## config.mk

```make
export PLATFORM = sky130hd
export DESIGN_NAME = pipe_ctrl
export DESIGN_NICKNAME = d
export VERILOG_FILES = /design/src/rtl/pipe_pkg.sv /design/src/rtl/pipe_ctrl_sat_counter.sv /design/src/rtl/pipe_ctrl.sv
export SDC_FILE = /design/constraint.sdc
export NUM_CORES = 1
export LEC_CHECK = 0
export BUFFER_PORTS_ARGS = -buffer_cell sky130_fd_sc_hd__buf_2
export CAP_MARGIN = 0
export CORE_MARGIN = 2
export CORE_UTILIZATION = 30
export CTS_BUF_LIST = sky130_fd_sc_hd__clkbuf_4 sky130_fd_sc_hd__clkbuf_8
export DETAILED_ROUTE_END_ITERATION = 10
export GPL_TIMING_DRIVEN = 0
export PLACE_DENSITY = 0.58
export REMOVE_ABC_BUFFERS = 1
export SLEW_MARGIN = 20
export SYNTH_ARGS = -nofsm -noshare
export SYNTH_HDL_FRONTEND = slang
export SYNTH_HIERARCHICAL = 1
export SYNTH_SLANG_ARGS = --single-unit
export TNS_END_PERCENT = 1
```

## constraint.sdc

```tcl
create_clock -name clk -period 2.1 [get_ports clk]
set_input_delay 0.105 -clock clk [delete_from_list [all_inputs] [get_ports clk]]
set_output_delay 0.105 -clock clk [all_outputs]
set_load 0.005 [all_outputs]
```

## src/rtl/pipe_pkg.sv

```systemverilog
// pipe_pkg: stage/register indices and controller state type for pipe_ctrl
package pipe_pkg;
  localparam int IF_STG  = 0;
  localparam int ID_STG  = 1;
  localparam int EX_STG  = 2;
  localparam int MEM_STG = 3;
  localparam int REG_PC     = 0;
  localparam int REG_IF_ID  = 1;
  localparam int REG_ID_EX  = 2;
  localparam int REG_EX_MEM = 3;
  localparam int REG_MEM_WB = 4;
  localparam logic [4:0] REDIR_BUBBLE = (5'd1 << REG_IF_ID) | (5'd1 << REG_ID_EX);
  typedef enum logic {RUN, PEND} state_e;
endpackage

```

## src/rtl/pipe_ctrl_sat_counter.sv

```systemverilog
// sat_counter: saturating up-counter with asynchronous active-low clear
module sat_counter #(
  parameter int WIDTH = 32
) (
  input  logic             clk,
  input  logic             rst,
  input  logic             inc_i,
  output logic [WIDTH-1:0] count_o
);
  logic [WIDTH-1:0] count_q;
  // count up on inc, holding at all-ones
  always_ff @(posedge clk or negedge rst)
    if (!rst) count_q <= '0;
    else if (inc_i && !(&count_q)) count_q <= count_q + 1'b1;
  assign count_o = count_q;
endmodule

```

## src/rtl/pipe_ctrl.sv

```systemverilog
// pipe_ctrl: pipeline stall/bubble/redirect control; PIPE_PERF_EN adds perf counters
module pipe_ctrl
  import pipe_pkg::*;
#(
  parameter int PERF_W = 32,
  parameter int ADDR_W = 32
) (
  input  logic              clk,
  input  logic              rst,
  input  logic              if_stall_req,
  input  logic              id_stall_req,
  input  logic              ex_stall_req,
  input  logic              mem_stall_req,
  input  logic              ex_redirect,
  input  logic [ADDR_W-1:0] ex_target,
  output logic [4:0]        stall,
  output logic [4:0]        bubble,
  output logic              pc_redirect,
  output logic [ADDR_W-1:0] pc_target,
  output logic [PERF_W-1:0] stall_cycles,
  output logic [PERF_W-1:0] flush_count
);
  state_e            state_q;
  logic [ADDR_W-1:0] pend_target_q;
  logic [3:0]        req;
  logic [4:0]        n_stall, n_bubble;
  logic              busy, go;
  assign req = {mem_stall_req, ex_stall_req, id_stall_req, if_stall_req};
  assign busy = ex_stall_req | mem_stall_req;
  assign go = rst && !busy && (state_q == PEND || ex_redirect);
  // thermometer stall up to the highest requesting stage; bubble sits just past its top
  always_comb begin
    n_stall[REG_PC]     = |req[MEM_STG:IF_STG];
    n_stall[REG_IF_ID]  = |req[MEM_STG:ID_STG];
    n_stall[REG_ID_EX]  = |req[MEM_STG:EX_STG];
    n_stall[REG_EX_MEM] = req[MEM_STG];
    n_stall[REG_MEM_WB] = 1'b0;
    n_bubble = {n_stall[3:0], 1'b0} & ~n_stall;
    stall = (!rst || go) ? 5'd0 : n_stall;
    bubble = !rst ? 5'h1f : go ? REDIR_BUBBLE : n_bubble;
    pc_redirect = go;
    pc_target = !go ? '0 : (state_q == PEND) ? pend_target_q : ex_target;
  end
  // a redirect that arrives while EX/MEM is held waits in PEND until the hold clears
  always_ff @(posedge clk or negedge rst)
    if (!rst) begin
      state_q <= RUN;
      pend_target_q <= '0;
    end else if (go) state_q <= RUN;
    else if (state_q == RUN && ex_redirect && busy) begin
      state_q <= PEND;
      pend_target_q <= ex_target;
    end
`ifdef PIPE_PERF_EN
  sat_counter #(.WIDTH(PERF_W)) u_stall_cnt (.clk(clk), .rst(rst), .inc_i(stall[REG_PC]), .count_o(stall_cycles));
  sat_counter #(.WIDTH(PERF_W)) u_flush_cnt (.clk(clk), .rst(rst), .inc_i(pc_redirect), .count_o(flush_count));
`else
  assign stall_cycles = '0;
  assign flush_count = '0;
`endif
endmodule
```

==> impl_results.html <==
<table>
<tr><th>Metric</th><th>Value</th></tr>
<tr><th colspan="2">Status</th></tr>
<tr><td>Run status</td><td>complete, no violations</td></tr>
<tr><th colspan="2">Setup path</th></tr>
<tr><td>Crit path largest cell delay</td><td>~610 ps</td></tr>
<tr><td>Origin of the critical flop-to-flop path</td><td>state_q</td></tr>
<tr><td>Critical Path RT</td><td>2000 ps</td></tr>
<tr><td>Cell at the slowest stage of the critical path</td><td>dfrtp_4</td></tr>
<tr><td>Depth of the worst register-to-register path</td><td>4</td></tr>
<tr><td>Top fanout value on the critical path</td><td>33</td></tr>
<tr><td>Worst reg2reg path endpoint</td><td>pend_target_q[30]</td></tr>
<tr><td>Dominant delay contributor by cell family on the critical path</td><td>simple AND/OR/NAND/NOR gates</td></tr>
<tr><td>Reg-to-reg setup timing slack</td><td>between 400 and 500 ps</td></tr>
<tr><td>Arrival time worst endpoint</td><td>about 1900 ps</td></tr>
<tr><td>Startpoint class of the critical path</td><td>flop</td></tr>
<tr><td>Type of element capturing the critical path</td><td>primary output</td></tr>
<tr><td>Critical path buffer and inverter count</td><td>1</td></tr>
<tr><td>List of cells traversed by the critical path</td><td>or2_2 &gt; nand3_4 &gt; nor2_1 &gt; buf_2</td></tr>
<tr><td>Kind of critical path</td><td>reg2out</td></tr>
<tr><th colspan="2">Yosys</th></tr>
<tr><td>Main area contributors after synthesis</td><td>dfrtp_1, buf_4, mux2_4</td></tr>
<tr><td>Avg Inst Size Synth</td><td>10.7 um2</td></tr>
<tr><td>Fraction of synthesized area in multiplexers</td><td>32.1%</td></tr>
<tr><td>Dominant combinational cell family by area after synthesis</td><td>multiplexers</td></tr>
<tr><td>Proportion of netlist area held by the largest area contributor</td><td>33.4%</td></tr>
<tr><td>Synthesis warning total</td><td>6</td></tr>
<tr><td>Synthesized-area fraction occupied by xor and xnor cells</td><td>0%</td></tr>
<tr><td>Post-synth top area cell</td><td>dfrtp_1</td></tr>
<tr><td>Basic-gate share of the synthesized area counting and, or, nand and nor cells</td><td>7.89%</td></tr>
<tr><td>Gate Count Post-Synth</td><td>230</td></tr>
<tr><td>Adder-Cell Fraction of Synth Area</td><td>0%</td></tr>
<tr><td>Synth Area in Compound Gates</td><td>1.72%</td></tr>
<tr><td>Register area share after synthesis</td><td>about a third</td></tr>
<tr><td>Post-synthesis instance area</td><td>0.00247 mm2</td></tr>
<tr><td>Number of different library cells in the post-synthesis netlist</td><td>21</td></tr>
<tr><td>Number of synthesized register bits</td><td>33</td></tr>
<tr><th colspan="2">Global routing</th></tr>
<tr><td>Gr usage total</td><td>between 9 and 10%</td></tr>
<tr><td>Number of antenna violations at the first check in global routing</td><td>0</td></tr>
<tr><td>Pin count of the biggest net entering global routing</td><td>between 40 and 50</td></tr>
<tr><td>Global route total overflow</td><td>0</td></tr>
<tr><td>Number of global-route vias before repair</td><td>1433</td></tr>
<tr><td>Wire length of the first global-routing pass</td><td>just under 7000 um</td></tr>
<tr><th colspan="2">Hold path</th></tr>
<tr><td>Worst Hold Depth</td><td>2</td></tr>
<tr><td>Class of the worst hold path</td><td>in2reg</td></tr>
<tr><td>Startpoint of the lowest-slack hold path</td><td>ex_target[14]</td></tr>
<tr><td>Endpoint with the worst hold slack</td><td>pend_target_q[14]</td></tr>
<tr><th colspan="2">Timing</th></tr>
<tr><td>Tightest slew margin relative to the limit</td><td>66.6%</td></tr>
<tr><td>Number of slew-limit violations in the final report</td><td>0</td></tr>
<tr><td>Final number of hold-violating endpoints</td><td>0</td></tr>
<tr><td>RSZ-0062 raised after global routing</td><td>no</td></tr>
<tr><td>Number of failing setup endpoints in the final timing report</td><td>0</td></tr>
<tr><td>Highest attainable clock frequency</td><td>a little over 500 MHz</td></tr>
<tr><td>Actual slew at the worst max-slew pin</td><td>roughly 500 ps</td></tr>
<tr><td>Worst clock skew</td><td>roughly 8 ps</td></tr>
<tr><td>Min Clock Period, post-route</td><td>between 1500 and 2000 ps</td></tr>
<tr><td>Final period util</td><td>93.2%</td></tr>
<tr><th colspan="2">Die</th></tr>
<tr><td>Core area</td><td>roughly 0.008 mm2</td></tr>
<tr><td>Die Span X</td><td>between 90 and 100 um</td></tr>
<tr><td>Overall die height</td><td>94.8 um</td></tr>
<tr><td>I/O pin total</td><td>146</td></tr>
<tr><td># rows</td><td>33</td></tr>
<tr><td>Initial Utilization</td><td>30.6%</td></tr>
<tr><td>Total die area</td><td>0.00898 mm2</td></tr>
<tr><th colspan="2">CTS</th></tr>
<tr><td>Root Driver</td><td>clkbuf_8</td></tr>
<tr><td>CTS tree</td><td>done</td></tr>
<tr><td>Maximum number of buffers from clock root to sink</td><td>2</td></tr>
<tr><td>CTS H-tree depth</td><td>2</td></tr>
<tr><td>Source-to-sink clock delay at the later pin of the worst-skew pair</td><td>~280 ps</td></tr>
<tr><td>Total number of clock tree sinks</td><td>33</td></tr>
<tr><td>CTS buffer count</td><td>5</td></tr>
<tr><td>Clock-pin transition on the worst setup and hold timing paths</td><td>60 ps</td></tr>
<tr><th colspan="2">Detailed routing</th></tr>
<tr><td>Detailed Routing Iterations Pass 1</td><td>4</td></tr>
<tr><td>Routed length per placed instance</td><td>11.0 um</td></tr>
<tr><td>Remaining antenna violation count</td><td>0</td></tr>
<tr><td>DR top layer</td><td>met4</td></tr>
<tr><td>Mean number of vias per cell</td><td>3.97</td></tr>
<tr><td>Count of unresolved DRC violations after routing</td><td>0</td></tr>
<tr><td>Routed via count</td><td>1645</td></tr>
<tr><td>Metal2 WL</td><td>2300 um</td></tr>
<tr><td>First-iteration detailed-routing DRC count</td><td>29</td></tr>
<tr><td>Final wirelength</td><td>4570 um</td></tr>
<tr><td>Met3 wirelength from detailed routing</td><td>between 300 and 400 um</td></tr>
<tr><td>Metal1 wirelength</td><td>1860 um</td></tr>
<tr><th colspan="2">Placement</th></tr>
<tr><td>Post-placement cell count</td><td>around 410</td></tr>
<tr><td>Dpl hpwl</td><td>3200 um</td></tr>
<tr><td>Count of input and output buffers</td><td>80</td></tr>
<tr><td>Weighted congestion reported at the end of routability-driven placement</td><td>0.662</td></tr>
<tr><th colspan="2">Layout</th></tr>
<tr><td>Commonest cells after routing, fill and taps aside</td><td>buf_2, conb_1, nor2_1</td></tr>
<tr><td>Layout Area Growth over Synthesis</td><td>14.2%</td></tr>
<tr><td>Final standard cell count with taps included and fillers excluded</td><td>414</td></tr>
<tr><td>Nets@finish</td><td>349</td></tr>
<tr><td>Commonest non-fill, non-tap cell in the layout</td><td>buf_2</td></tr>
<tr><td>Antenna diodes</td><td>0</td></tr>
<tr><td>Ratio of cells with drive above 1 in the final layout</td><td>~41%</td></tr>
<tr><td>Final core utilization</td><td>34.9%</td></tr>
<tr><th colspan="2">Power and ir drop</th></tr>
<tr><td>Reported leakage power</td><td>between 1.5 and 2 nW</td></tr>
<tr><td>Power density over cell area</td><td>719 mW/mm2</td></tr>
<tr><td>Peak supply drop</td><td>0.241 mV</td></tr>
<tr><td>Total power of the final layout</td><td>a little over 2 mW</td></tr>
<tr><th colspan="2">Flow run</th></tr>
<tr><td>Number of max-cap violations</td><td>0</td></tr>
</table>
[area by class of cell]
class / count / area, um2
clock buffer: 5 / 68.8
clock inverter: 1 / 5.00
fill: 852 / 5270
inverter: 3 / 11.3
multi-input combinational: 182 / 1280
sequential: 33 / 830
tap: 105 / 131
timing repair buffer: 85 / 493
[per-layer routing]
metal / vias to the layer above / global-route usage (%)
met4: 0 / 2.90
met3: 6 / 2.39
met2: 88 / 17.6
met5: - / 0
met1: 767 / 10.9
li1: 784 / -
[worst register-to-register path: cells and delay by family (launching register included)]
family | cells | cell delay, ps
simple gates | 1 | 180
mux | 1 | 340
buf+inv | 2 | 440
flops | 1 | 610
[metrics by stage]
step           worst slack [ps]  TNS, ps  cell area (um2)  hold WS, ps
2_1_floorplan              -361   -16650             2110         -191
3_3_place_gp              -1080   -63900             2640          289
3_5_place_dp               -243    -6880             2690          300
4_1_cts                   -3.58    -3.58             2770        0.509
5_1_grt                    16.4        0             2820         58.3
6_report                    143        0             2820         67.3
[synth_stat cells (all sizes together)]
cell and instances:
a21oi 3, and2 1, buf 76, conb 1
dfrtp 33, inv 3, mux2 32, mux2i 32
nand2 3, nand2b 1, nand3 1, nor2 36
nor2b 2, o21a 1, o21ai 4, or2 1
[flip-flops by register name, summed over array words and instances, names as in the netlist]
signal,cells
state_q,1
pend_target_q,32
[report_power, final]
| group | switching (mW) | total, mW | internal [mW] |
|---|---|---|---|
| logic | 0.238 | 0.648 | 0.410 |
| registers | 0.118 | 0.940 | 0.822 |
| clock network | 0.224 | 0.442 | 0.218 |
| total | 0.580 | 2.03 | 1.45 |
[kinds of logic after synthesis]
group,after synthesis
AO/OA/AOI/OAI,8
buffers and inverters,79
flip-flops,33
multiplexers,64
other,1
AND/OR/NAND/NOR,45
[worst max path at each step]
stage | startpoint | end | slack [ps] | cells past startpoint
global placement | state_q | pc_target[24] | -1080 | 4
detailed placement | rst | pc_target[28] | -240 | 4
finish | state_q | pc_target[16] | 140 | 4
floorplan | state_q | pend_target_q[3] | -360 | 2
global route | state_q | pc_target[28] | 20 | 4
CTS | state_q | pend_target_q[13] | -4 | 4
[repair_timing]
| action | 4_1_cts | 5_1_grt |
|---|---|---|
| hold buffers | 0 | 2 |
| gates cloned | 0 | 0 |
| hold endpoints to repair | 0 | 33 |
| setup buffers | 0 | 1 |
| setup endpoints to repair | 52 | 51 |
| resized for setup | 2 | 2 |
No activity file was read; power rests on OpenSTA's default activity.
